[src/rtl/mips_pkg.sv]
// Shared definitions for the multicycle MIPS control path: opcode constants,
// main-control state encoding and datapath mux/mode encodings. The ALU decoder
// imports the same package so the alu_mode encoding stays consistent.
package mips;

    // Primary opcodes (IR[31:26])
    localparam logic [5:0] ALUop   = 6'd0;
    localparam logic [5:0] Jop     = 6'd2;
    localparam logic [5:0] JALop   = 6'd3;
    localparam logic [5:0] BEQop   = 6'd4;
    localparam logic [5:0] ADD_IMM = 6'd8;
    localparam logic [5:0] LW      = 6'd35;
    localparam logic [5:0] SW      = 6'd43;

    // Main control states
    typedef enum logic [3:0] {
        S_FETCH,
        S_DECODE,
        S_MEMADR,
        S_MEMRD,
        S_MEMWB,
        S_MEMWR,
        S_ADDIEX,
        S_ADDIWB,
        S_EXEC,
        S_ALUWB,
        S_BRANCH,
        S_JUMP,
        S_ERR
    } state_t;

    // PC source select
    localparam logic [1:0] PC_SRC_ALU    = 2'b00;
    localparam logic [1:0] PC_SRC_ALUOUT = 2'b01;
    localparam logic [1:0] PC_SRC_JUMP   = 2'b10;

    // Register file destination select
    localparam logic [1:0] REG_DST_RT = 2'b00;
    localparam logic [1:0] REG_DST_RD = 2'b01;
    localparam logic [1:0] REG_DST_RA = 2'b10;

    // Register file write-back source select
    localparam logic [1:0] WB_SEL_ALUOUT = 2'b00;
    localparam logic [1:0] WB_SEL_MDR    = 2'b01;
    localparam logic [1:0] WB_SEL_PC     = 2'b10;

    // ALU operand B select
    localparam logic [1:0] SRC_B_REG      = 2'b00;
    localparam logic [1:0] SRC_B_FOUR     = 2'b01;
    localparam logic [1:0] SRC_B_IMM      = 2'b10;
    localparam logic [1:0] SRC_B_IMM_SHL2 = 2'b11;

    // ALU mode handed to the ALU decoder
    localparam logic [1:0] ALU_MODE_ADD   = 2'b00;
    localparam logic [1:0] ALU_MODE_SUB   = 2'b01;
    localparam logic [1:0] ALU_MODE_FUNCT = 2'b10;

endpackage

[src/rtl/mips_perf_counter.sv]
// Retired-instruction and cycle counter pair for the main control FSM.
// Both counters wrap modulo 2^CNT_W and clear on reset.
module mips_perf_counter #(
    parameter int CNT_W = 32
) (
    input  logic             clk,
    input  logic             rst,
    input  logic             retire,
    input  logic             run,
    output logic [CNT_W-1:0] retired,
    output logic [CNT_W-1:0] cycles
);

    // Count completed instructions and non-halted cycles
    always_ff @(posedge clk or posedge rst) begin
        if (rst) begin
            retired <= '0;
            cycles  <= '0;
        end else begin
            if (retire) begin
                retired <= retired + 1'b1;
            end
            if (run) begin
                cycles <= cycles + 1'b1;
            end
        end
    end

endmodule

[src/rtl/multicycle_main_control.sv]
// Main control FSM for the multicycle MIPS core. Sequences fetch, decode,
// execute, memory and write-back, drives datapath enables/mux selects and
// the alu_mode hint for the ALU decoder. Memory accesses may be stretched by
// mem_ready; a wait longer than MEM_TIMEOUT cycles, or an unknown opcode,
// parks the FSM in a sticky halt state until reset.
// Optional feature: define PERF_CNT_EN to add the retired/cycles counters.
module multicycle_main_control
    import mips::*;
#(
    parameter int MEM_TIMEOUT = 255,
    parameter int CNT_W       = 32
) (
    input  logic       clk,
    input  logic       rst,
    input  logic [5:0] op,
    input  logic       zero,
    input  logic       mem_ready,
    output logic       mem_req,
    output logic       mem_we,
    output logic       iord,
    output logic       ir_we,
    output logic       pc_we,
    output logic [1:0] pc_src,
    output logic       reg_we,
    output logic [1:0] reg_dst,
    output logic [1:0] wb_sel,
    output logic       alu_src_a,
    output logic [1:0] alu_src_b,
    output logic [1:0] alu_mode,
    output logic       halted
`ifdef PERF_CNT_EN
    ,
    output logic [CNT_W-1:0] retired,
    output logic [CNT_W-1:0] cycles
`endif
);

    // Wait counter value on the last tolerated wait cycle; the next edge halts.
    localparam logic [7:0] WAIT_LIMIT = 8'(MEM_TIMEOUT - 1);

    state_t     state;
    state_t     state_next;
    logic [7:0] wait_cnt;
    logic       timeout;

    assign timeout = (wait_cnt == WAIT_LIMIT);

    // State register
    always_ff @(posedge clk or posedge rst) begin
        if (rst) begin
            state <= S_FETCH;
        end else begin
            state <= state_next;
        end
    end

    // Consecutive memory wait cycles; restarts whenever the state changes
    always_ff @(posedge clk or posedge rst) begin
        if (rst) begin
            wait_cnt <= '0;
        end else if (state_next != state) begin
            wait_cnt <= '0;
        end else if (mem_req && !mem_ready) begin
            wait_cnt <= wait_cnt + 8'd1;
        end
    end

    // Next-state and Moore-style output decode; everything forced low during reset
    always_comb begin
        state_next = state;
        mem_req    = 1'b0;
        mem_we     = 1'b0;
        iord       = 1'b0;
        ir_we      = 1'b0;
        pc_we      = 1'b0;
        pc_src     = PC_SRC_ALU;
        reg_we     = 1'b0;
        reg_dst    = REG_DST_RT;
        wb_sel     = WB_SEL_ALUOUT;
        alu_src_a  = 1'b0;
        alu_src_b  = SRC_B_REG;
        alu_mode   = ALU_MODE_ADD;
        halted     = 1'b0;

        if (!rst) begin
            case (state)
                S_FETCH: begin
                    // PC + 4 computed in parallel with the instruction read
                    mem_req   = 1'b1;
                    alu_src_b = SRC_B_FOUR;
                    if (mem_ready) begin
                        ir_we      = 1'b1;
                        pc_we      = 1'b1;
                        state_next = S_DECODE;
                    end else if (timeout) begin
                        state_next = S_ERR;
                    end
                end
                S_DECODE: begin
                    // Speculatively form the branch target into ALUOut
                    alu_src_b = SRC_B_IMM_SHL2;
                    case (op)
                        LW, SW:  state_next = S_MEMADR;
                        ADD_IMM: state_next = S_ADDIEX;
                        ALUop:   state_next = S_EXEC;
                        BEQop:   state_next = S_BRANCH;
                        Jop,
                        JALop:   state_next = S_JUMP;
                        default: state_next = S_ERR;
                    endcase
                end
                S_MEMADR: begin
                    alu_src_a  = 1'b1;
                    alu_src_b  = SRC_B_IMM;
                    state_next = (op == LW) ? S_MEMRD : S_MEMWR;
                end
                S_MEMRD: begin
                    // MDR captures the read data; IR must stay untouched
                    mem_req = 1'b1;
                    iord    = 1'b1;
                    if (mem_ready) begin
                        state_next = S_MEMWB;
                    end else if (timeout) begin
                        state_next = S_ERR;
                    end
                end
                S_MEMWB: begin
                    reg_we     = 1'b1;
                    reg_dst    = REG_DST_RT;
                    wb_sel     = WB_SEL_MDR;
                    state_next = S_FETCH;
                end
                S_MEMWR: begin
                    mem_req = 1'b1;
                    mem_we  = 1'b1;
                    iord    = 1'b1;
                    if (mem_ready) begin
                        state_next = S_FETCH;
                    end else if (timeout) begin
                        state_next = S_ERR;
                    end
                end
                S_ADDIEX: begin
                    alu_src_a  = 1'b1;
                    alu_src_b  = SRC_B_IMM;
                    state_next = S_ADDIWB;
                end
                S_ADDIWB: begin
                    reg_we     = 1'b1;
                    reg_dst    = REG_DST_RT;
                    wb_sel     = WB_SEL_ALUOUT;
                    state_next = S_FETCH;
                end
                S_EXEC: begin
                    alu_src_a  = 1'b1;
                    alu_src_b  = SRC_B_REG;
                    alu_mode   = ALU_MODE_FUNCT;
                    state_next = S_ALUWB;
                end
                S_ALUWB: begin
                    reg_we     = 1'b1;
                    reg_dst    = REG_DST_RD;
                    wb_sel     = WB_SEL_ALUOUT;
                    state_next = S_FETCH;
                end
                S_BRANCH: begin
                    // Compare A - B; take the ALUOut target only when equal
                    alu_src_a  = 1'b1;
                    alu_src_b  = SRC_B_REG;
                    alu_mode   = ALU_MODE_SUB;
                    pc_src     = PC_SRC_ALUOUT;
                    pc_we      = zero;
                    state_next = S_FETCH;
                end
                S_JUMP: begin
                    // PC already holds the return address (PC + 4) for JAL
                    pc_we  = 1'b1;
                    pc_src = PC_SRC_JUMP;
                    if (op == JALop) begin
                        reg_we  = 1'b1;
                        reg_dst = REG_DST_RA;
                        wb_sel  = WB_SEL_PC;
                    end
                    state_next = S_FETCH;
                end
                default: begin
                    // S_ERR: absorbing until reset
                    halted     = 1'b1;
                    state_next = S_ERR;
                end
            endcase
        end
    end

`ifdef PERF_CNT_EN
    logic retire;
    logic run;

    assign retire = (state != S_FETCH) && (state_next == S_FETCH);
    assign run    = (state != S_ERR);

    mips_perf_counter #(
        .CNT_W(CNT_W)
    ) u_perf (
        .clk    (clk),
        .rst    (rst),
        .retire (retire),
        .run    (run),
        .retired(retired),
        .cycles (cycles)
    );
`endif

endmodule

[config.mk]
export PLATFORM = sky130hd
export DESIGN_NAME = multicycle_main_control
export DESIGN_NICKNAME = d
export VERILOG_FILES = /design/src/rtl/mips_pkg.sv /design/src/rtl/mips_perf_counter.sv /design/src/rtl/multicycle_main_control.sv
export SDC_FILE = /design/constraint.sdc
export NUM_CORES = 1
export LEC_CHECK = 0
export CORE_MARGIN = 4
export CORE_UTILIZATION = 50
export CTS_BUF_LIST = sky130_fd_sc_hd__clkbuf_4 sky130_fd_sc_hd__clkbuf_8
export DETAILED_ROUTE_END_ITERATION = 8
export PLACE_DENSITY = 0.79
export SKIP_CTS_REPAIR_TIMING = 1
export SYNTH_ARGS = -nofsm -noshare
export SYNTH_HDL_FRONTEND = slang
export SYNTH_SLANG_ARGS = --single-unit
[constraint.sdc]
create_clock -name clk -period 5.2 [get_ports clk]
set_input_delay 0.52 -clock clk [delete_from_list [all_inputs] [get_ports clk]]
set_output_delay 0.52 -clock clk [all_outputs]
set_load 0.02 [all_outputs]
==> impl_metrics.toml <==
[outcome]
status = "finished clean"

[synth]
synth_warnings = 0
synth_edf_count = 0
synth_common_cells = "12 x dfrtp_1, 12 x nor3_1, 11 x nor2_1"
synthesis.nets = 173
syn_area_sq_um = 1300
synth_top_area_share_pct = 23.1
yosysTopAreaCell = "dfrtp_1"
ys_async_sr_fraction_pct = 100
synth_seq_area_share_pct = 23.1
synth.area.top_cells = "dfrtp_1 23%, xnor2_1 4.7%, nor3_1 4.6%"
synth_area_per_cell_sq_um = 8.06
yosysUniqueCellTypes = 56
ys_ff_latch = 12
netlist_instances = 161
ys.flop_type = "dfrtp_1"

[clock_network]
clockBufferDepth = 2
clk-insertion-delay-late_ns = 0.29
cts.clk_slew.worst_paths_ns = 0.07
clock_sinks = 12
tritoncts = "done"
cts_root_buffer = "clkbuf_4"
cts-htree-levels = 1
cts_buffers = 3

[worst_setup_path]
path_max_fanout = 21
startpoint = "rst"
critPathKind = "input port to output pin"
required_ns = 4.68
reg2reg_slack_ns = 2.62
r2r_start = "state[3]"
cp-start-kind = "input port"
crit_arrival_ns = 3.11
crit_path_end_kind = "output pin"

[timing]
hold_viol = 0
period_share_pct = 69.8
max_freq_mhz = 276
final.setup.worst_slack_ns = 1.57
period_needed_ns = 3.63
hold_slack_ns = 0.582
worstMarginPinSlew_ns = 0.757
max_slew_margin_pct = 49.5
fin_worst_skew_ns = 0.00427
rsz0062_at_grt = "false"
slew_violations = 0
setup_viol = 0
setup_tns_ns = 0

[place]
dp_cells = 205
dp_worst_setup_slack_ns = 1.60
gp_congestion = 0.855
portBuffers = 27
dpl.hpwl_mm = 2.51

[global_route]
grtUsageTotal_pct = 21.3
antenna_found_initial = 0
grt_pass1_wl_mm = 5.64
overflow = 0
grt_max_degree = 24
grt_pass1_vias = 1250

[layout]
syn_to_final_growth_pct = 21.1
nets = 192
drive_above_1_share_pct = 10.1
nFillCells = 220
stdcell_count = 209
antennaDiodeCount = 0

[floorplan]
design.core.area_sq_um = 2480
dieHeight_microns = 58.9
io_pins = 28
die_w_microns = 58.9
fp-row-count = 18
start_util_pct = 52.4
die-area_sq_um = 3470

[power]
power.leakage_nw = 0.570
power.density_nw_per_um2 = 372
finalPower_uw = 585
peakVddDrop_mv = 0.243

[job]
cap_viol_max_count = 0

[drt]
wl_per_cell_microns = 16.7
dr.pass1.iters = 4
wl_mm = 3.50
viasPerCell = 6.45
drc = 0
ant_nets = 0
initialDrtViolationCount = 77
vias = 1348

[min_path]
hp-start = "wait_cnt[6]"
hp-class = "register to register"
## state kept, by name (all words and copies together), names as in the netlist
register,count
wait_cnt,8
state,4
## cells by family (layout without fill, tap and decap cells)
kind of cell / count (synthesis) / count (layout) / synth area share (%)
xor+xnor: 9 / 9 / 6.65
buf+inv: 18 / 36 / 6.85
mux: 2 / 2 / 1.93
fa+ha+maj: 2 / 2 / 1.93
compound gates: 39 / 39 / 24.2
flops: 12 / 12 / 23.1
simple gates: 79 / 79 / 35.3
## worst paths after layout
path / endpoint / cells past startpoint
min reg2reg: wait_cnt[6] / 2
max: pc_we / 7
max in group asynchronous: wait_cnt[5] / 2
max reg2reg: wait_cnt[7] / 5
min in group asynchronous: state[3] / 2
min: wait_cnt[6] / 2
## routing by layer
layer | track usage [%] | wire, microns
met1 | 28.1 | 1490
met2 | 33.3 | 1760
met3 | 3.29 | 186
met4 | 11.3 | 61
met5 | 0 | 0
## cell usage in the layout (no fill, tap or decap), types with 4 or more instances in the layout
master | Yosys | routed
clkdlybuf4s50_1 | 0 | 27
nor3_1 | 12 | 12
dfrtp_1 | 12 | 12
nor2_1 | 11 | 11
nor4_1 | 8 | 8
nand2_1 | 7 | 7
xnor2_1 | 7 | 7
nand3_1 | 6 | 6
and3_1 | 6 | 6
a21oi_1 | 6 | 6
nand2b_1 | 5 | 5
o21ai_0 | 5 | 5
nor4b_1 | 4 | 4
## where the power goes
group / switching [mW] / internal (mW) / total [mW]
combinational: 0.192 / 0.147 / 0.339
sequential: 0.0594 / 0.108 / 0.168
clock: 0.0352 / 0.0428 / 0.0780
## worst max-delay path, stage by stage
cell             delay, ns
clkdlybuf4s50_1       0.58
inv_2                 0.39
nand2_1               0.39
nor3_1                0.29
and3b_1               0.22
nand2b_1              0.11
clkdlybuf4s50_1       0.60
## layout make-up
type | instances | area, sq um | area share, %
Clock buffer | 4 | 36.3 | 2.31
Tap cell | 30 | 37.5 | 2.39
Multi-Input combinational cell | 131 | 908 | 57.8
Inverter | 5 | 18.8 | 1.19
Timing Repair Buffer | 27 | 270 | 17.2
Sequential cell | 12 | 300 | 19.1
## per-stage QoR
| step | cell area [sq um] | util, % |
|---|---|---|
| finish | 1570 | 63.4 |
| global route | 1570 | 63.4 |
| CTS | 1570 | 63.4 |
| detailed placement | 1540 | 62.0 |
| global placement | 1540 | 62.0 |
| floorplan | 1300 | - |
No activity file was read; power rests on OpenSTA's default activity.
==> RTL change 1 (same settings) <==
Add a define of `PERF_CNT_EN`.
--- a/src/rtl/multicycle_main_control.sv
+++ b/src/rtl/multicycle_main_control.sv
@@ -4,6 +4,8 @@
 // mem_ready; a wait longer than MEM_TIMEOUT cycles, or an unknown opcode,
 // parks the FSM in a sticky halt state until reset.
 // Optional feature: define PERF_CNT_EN to add the retired/cycles counters.
+`define PERF_CNT_EN
+
 module multicycle_main_control
     import mips::*;
 #(
Formal check against the unedited RTL (old outputs only; new: cycles and retired): equivalent (equiv_simple and equiv_induct, registers matched by name and starting in step).
==> RTL change 1 against the unedited design <==
Power grew to 3.6 times the old value; area after synthesis increased to 3.1 times the old value; routed wire length increased to 2.8 times the old value; worst setup slack lost 0.0040 ns; sequential cell count is 64 higher; sequential share of layout area is 17 points higher; non-clock buffer count increased by 67; cell area grew to 3.3 times the old value; largest power group unchanged.
==> RTL change 1: results (changes against the unedited design) <==
[outcome]
status=finished clean

[logic_synthesis]
synthTopCellsByArea=dfrtp_1 (47%), xnor2_1 (9.1%), xor2_1 (6.7%)
synth_nets=433  ; +150%
avgSynthCellArea_sq_um=9.678  ; +20%
synth_cell_types=53  ; -5.4%
synth-seq-area-share_pct=46.90  ; +24 points
synth_commonest_cells=dfrtp_1 (76), nor2_1 (45), xnor2_1 (42), nand2_1 (33)

[placement]
portBuffers=91  ; +240%
dp.cells=596  ; +190%
place_ws_ns=1.200  ; -0.3965 ns
gp_congestion=0.8888  ; +3.9%

[global_route]
grt_max_degree=61  ; +150%
grt_pass1_vias=3400  ; +170%
grt_use_total_pct=20.10  ; -1.2 points
grt_pass1_wl_mm=16.22  ; +190%

[route]
first_pass_iters=5  ; +1
vias=3502  ; +160%

[timing]
worst_slew_pin_slew_ns=0.8692  ; +0.1119 ns

[final_layout]
finalNonFillerCells=611  ; +190%
nFillCells=641  ; +190%
layout-drive-gt1-share_pct=5.305  ; -4.8 points
num_antenna_cells=0  ; unchanged
nNetsFinal=519  ; +170%

[clocking]
clk_latency_ns=0.34  ; +0.05 ns
cts-htree-levels=3  ; +2
numCtsBuffers=9  ; +6

[pwr]
leakage_nw=2.189  ; +280%
peakVddDrop_mv=0.2248  ; -7.6%

[RTL change 1: path summary, 6_finish.rpt]
| path | from | to | slack (ns) | cells after the start |
|---|---|---|---|---|
| worst min register to register | u_perf.retired[31]$_DFFE_PP0P_ | u_perf.retired[31]$_DFFE_PP0P_ | 0.49 | 1 |
| min in group asynchronous | rst | u_perf.retired[18]$_DFFE_PP0P_ | 0.93 | 2 |
| max in group asynchronous | rst | u_perf.cycles[20]$_DFFE_PP0P_ | 3.17 | 3 |
| worst max-delay path | rst | u_perf.retired[7]$_DFFE_PP0P_ | 1.57 | 8 |
| worst min-delay path | u_perf.retired[31]$_DFFE_PP0P_ | u_perf.retired[31]$_DFFE_PP0P_ | 0.49 | 1 |
| worst max register to register | state[1]$_DFF_PP0_ | wait_cnt[1]$_DFFE_PP0P_ | 1.80 | 7 |
[RTL change 1: area by class of cell]
cell class / count / area (sq um) / share of cell area [%]
multi-input combinational: 315 / 2039 / 39.05
clock inverter: 5 / 53.80 / 1.030
sequential: 76 / 1902 / 36.42
timing repair buffer: 94 / 933.4 / 17.87
inverter: 9 / 35.03 / 0.6708
clock buffer: 10 / 131.4 / 2.516
tap: 102 / 127.6 / 2.444
[RTL change 1: logic make-up after synthesis]
family / count (synthesis) / synth area share (%)
and+or+nand+nor: 202 / 26.13
adders and majority gates: 4 / 1.234
AOI/OAI and AO/OA: 33 / 6.356
xor gates and xnor gates: 73 / 15.77
buffers and inverters: 28 / 2.808
muxes: 3 / 0.8022
DFF: 76 / 46.90
[RTL change 1: worst max-delay path: stages]
cell and delay, ns:
clkdlybuf4s50_1 0.87, clkinv_2 0.52, nor2_1 0.26, nor2_1 0.06, a221o_1 0.53, or2_2 0.42
or4_1 0.54, xnor2_1 0.14
[RTL change 1: report_power, final]
group / internal [mW] / switching [mW]
Clock: 0.223 / 0.210
Sequential: 0.671 / 0.152
Combinational: 0.359 / 0.501
Total: 1.25 / 0.862
[RTL change 1: layer usage]
layer	track usage, %	share of wire [%]	wire length [um]
met2	30.89	47	4533
met4	5.964	1.6	153
met3	5.714	7.0	679
met5	0	0	0
met1	27.77	44	4283
[RTL change 1: per-stage QoR]
step | hold WS [ns] | instance area (sq um)
4_1_cts | 0.4931 | 5223
2_1_floorplan | 0.5047 | 4055
3_5_place_dp | 0.4782 | 5037
5_1_grt | 0.5069 | 5223
6_report | 0.4858 | 5223
3_3_place_gp | 0.4551 | 5037
==> RTL change 2 (same flow settings) <==
Without the edit above. Make the reset (`rst`) synchronous in 2 clocked blocks.
--- a/src/rtl/multicycle_main_control.sv
+++ b/src/rtl/multicycle_main_control.sv
@@ -46,7 +46,7 @@
     assign timeout = (wait_cnt == WAIT_LIMIT);
 
     // State register
-    always_ff @(posedge clk or posedge rst) begin
+    always_ff @(posedge clk) begin
         if (rst) begin
             state <= S_FETCH;
         end else begin
@@ -55,7 +55,7 @@
     end
 
     // Consecutive memory wait cycles; restarts whenever the state changes
-    always_ff @(posedge clk or posedge rst) begin
+    always_ff @(posedge clk) begin
         if (rst) begin
             wait_cnt <= '0;
         end else if (state_next != state) begin
Behaviour: same outputs for any inputs over 10 cycles, from zero or initial values and one cycle with rst high; that may be too few to reach the edited logic, so the function may still have changed.
==> RTL change 2 against the unedited design <==
Power down 27%; clock power down 3%; area after synthesis decreased by 8.5%; sequential cell count did not move; routed wire length is 4.9% lower; worst setup slack gained 0.36 ns; clock skew decreased by 0.0036 ns; global-route usage is 0.30 points lower; cell area down 7.2%; largest power group unchanged.
==> RTL change 2: results (changes against the unedited design) <==
[outcome]
status=finished clean

[setup_path]
r2r-end=wait_cnt[6]$_SDFFE_PP0P_
timing.reg2reg.setup_slack_ns=2.72  ; +0.10 ns
r2r_start=state[3]$_SDFF_PP0_
slowest_delay_ns=0.73  ; +0.13 ns

[placement]
dp.cells=207  ; +0.98%
dp_hpwl_mm=2.373  ; -5.3%
placed_cell_area_sq_um=1421  ; -7.4%

[global_route]
grt_pass1_vias=1186  ; -5.1%
grt_max_degree=22  ; -8.3%

[final_layout]
layout.cell_area.non_filler_sq_um=1458  ; -7.2%

[logic_synthesis]
synth_cell_types=49  ; -13%
synth_nets=177  ; +2.3%
avgSynthCellArea_sq_um=7.196  ; -11%
synth_compound_area_share_pct=26.87  ; +2.7 points
ys.flop_type=dfxtp_1
synthTopCellsByArea=dfxtp_1 (20%), nor4_1 (7.9%), nor3_1 (4.6%)
synth_commonest_cells=nor4_1 (15), nor2_1 (13), dfxtp_1 (12), nor3_1 (11)
synthXorXnorAreaFrac_pct=2.950  ; -3.7 points

[worst_hold_path]
hold_start=wait_cnt[7]$_SDFFE_PP0P_
whs_endpoint=wait_cnt[7]$_SDFFE_PP0P_
hold_path_depth=3  ; +1

[timing]
hold_slack_ns=0.6740  ; +0.09221 ns
fin_worst_skew_ns=0.0006395  ; -0.003635 ns

[route]
routed-wl-met3_um=215  ; +16%
routedWlPerCell_um=15.76  ; -5.8%

[pwr]
leakage_nw=0.4686  ; -18%
peakVddDrop_mv=0.1728  ; -29%

==> RTL change 2: cell types whose count changed after synthesis, moves of 3 or more <==
cell / change
nor4_1: +7
clkbuf_1: -3
dfxtp_1: +12
xnor2_1: -4
inv_1: +4
and3_1: -5
a21o_1: -3
dfrtp_1: -12
o21a_1: +5
o21ai_0: +3
o31a_1: +3
==> RTL change 2: layer usage <==
metal  track usage [%]  vias up
li1                  -      673
met1             30.36      623
met2             32.84       49
met3             4.138        2
met4             2.649        0
met5                 0        -
==> RTL change 2: cell families after synthesis <==
logic type               Yosys count
AO/OA/AOI/OAI                     45
flip-flops                        12
AND/OR/NAND/NOR                   79
XOR/XNOR                           4
multiplexers                       3
adder cells (fa/ha/maj)            2
buffers and inverters             20
==> RTL change 2: area by class of cell <==
cell class	instances	area share [%]
multi-input cells	133	58.28
repair buffers	27	18.54
flip-flops and latches	12	16.48
clock buffers	4	2.489
well taps	28	2.403
inverters	7	1.803
==> RTL change 2: worst max-delay path by stage <==
stage	depth (start not counted)	from	endpoint	slack, ns
after floorplan	4	state[1]$_SDFF_PP0_	alu_src_a	2.69
after global placement	5	op[1]	reg_we	2.03
after detailed placement	6	rst	reg_we	1.95
after CTS	6	rst	reg_we	1.95
after global routing	6	rst	reg_we	1.80
final	6	rst	reg_we	1.93
==> RTL change 2: report_power, final <==
group          leakage, nW  internal (mW)  switching, mW
Combinational        0.350         0.0899          0.124
Clock               0.0210         0.0426         0.0333
Sequential          0.0973         0.0994         0.0377
Total                0.469          0.232          0.195
==> RTL change 2: critical path, delay by kind of cell <==
kind | cells | cell delay, ns
compound gates | 1 | 0.11
buf+inv | 2 | 1.36
simple gates | 3 | 0.78
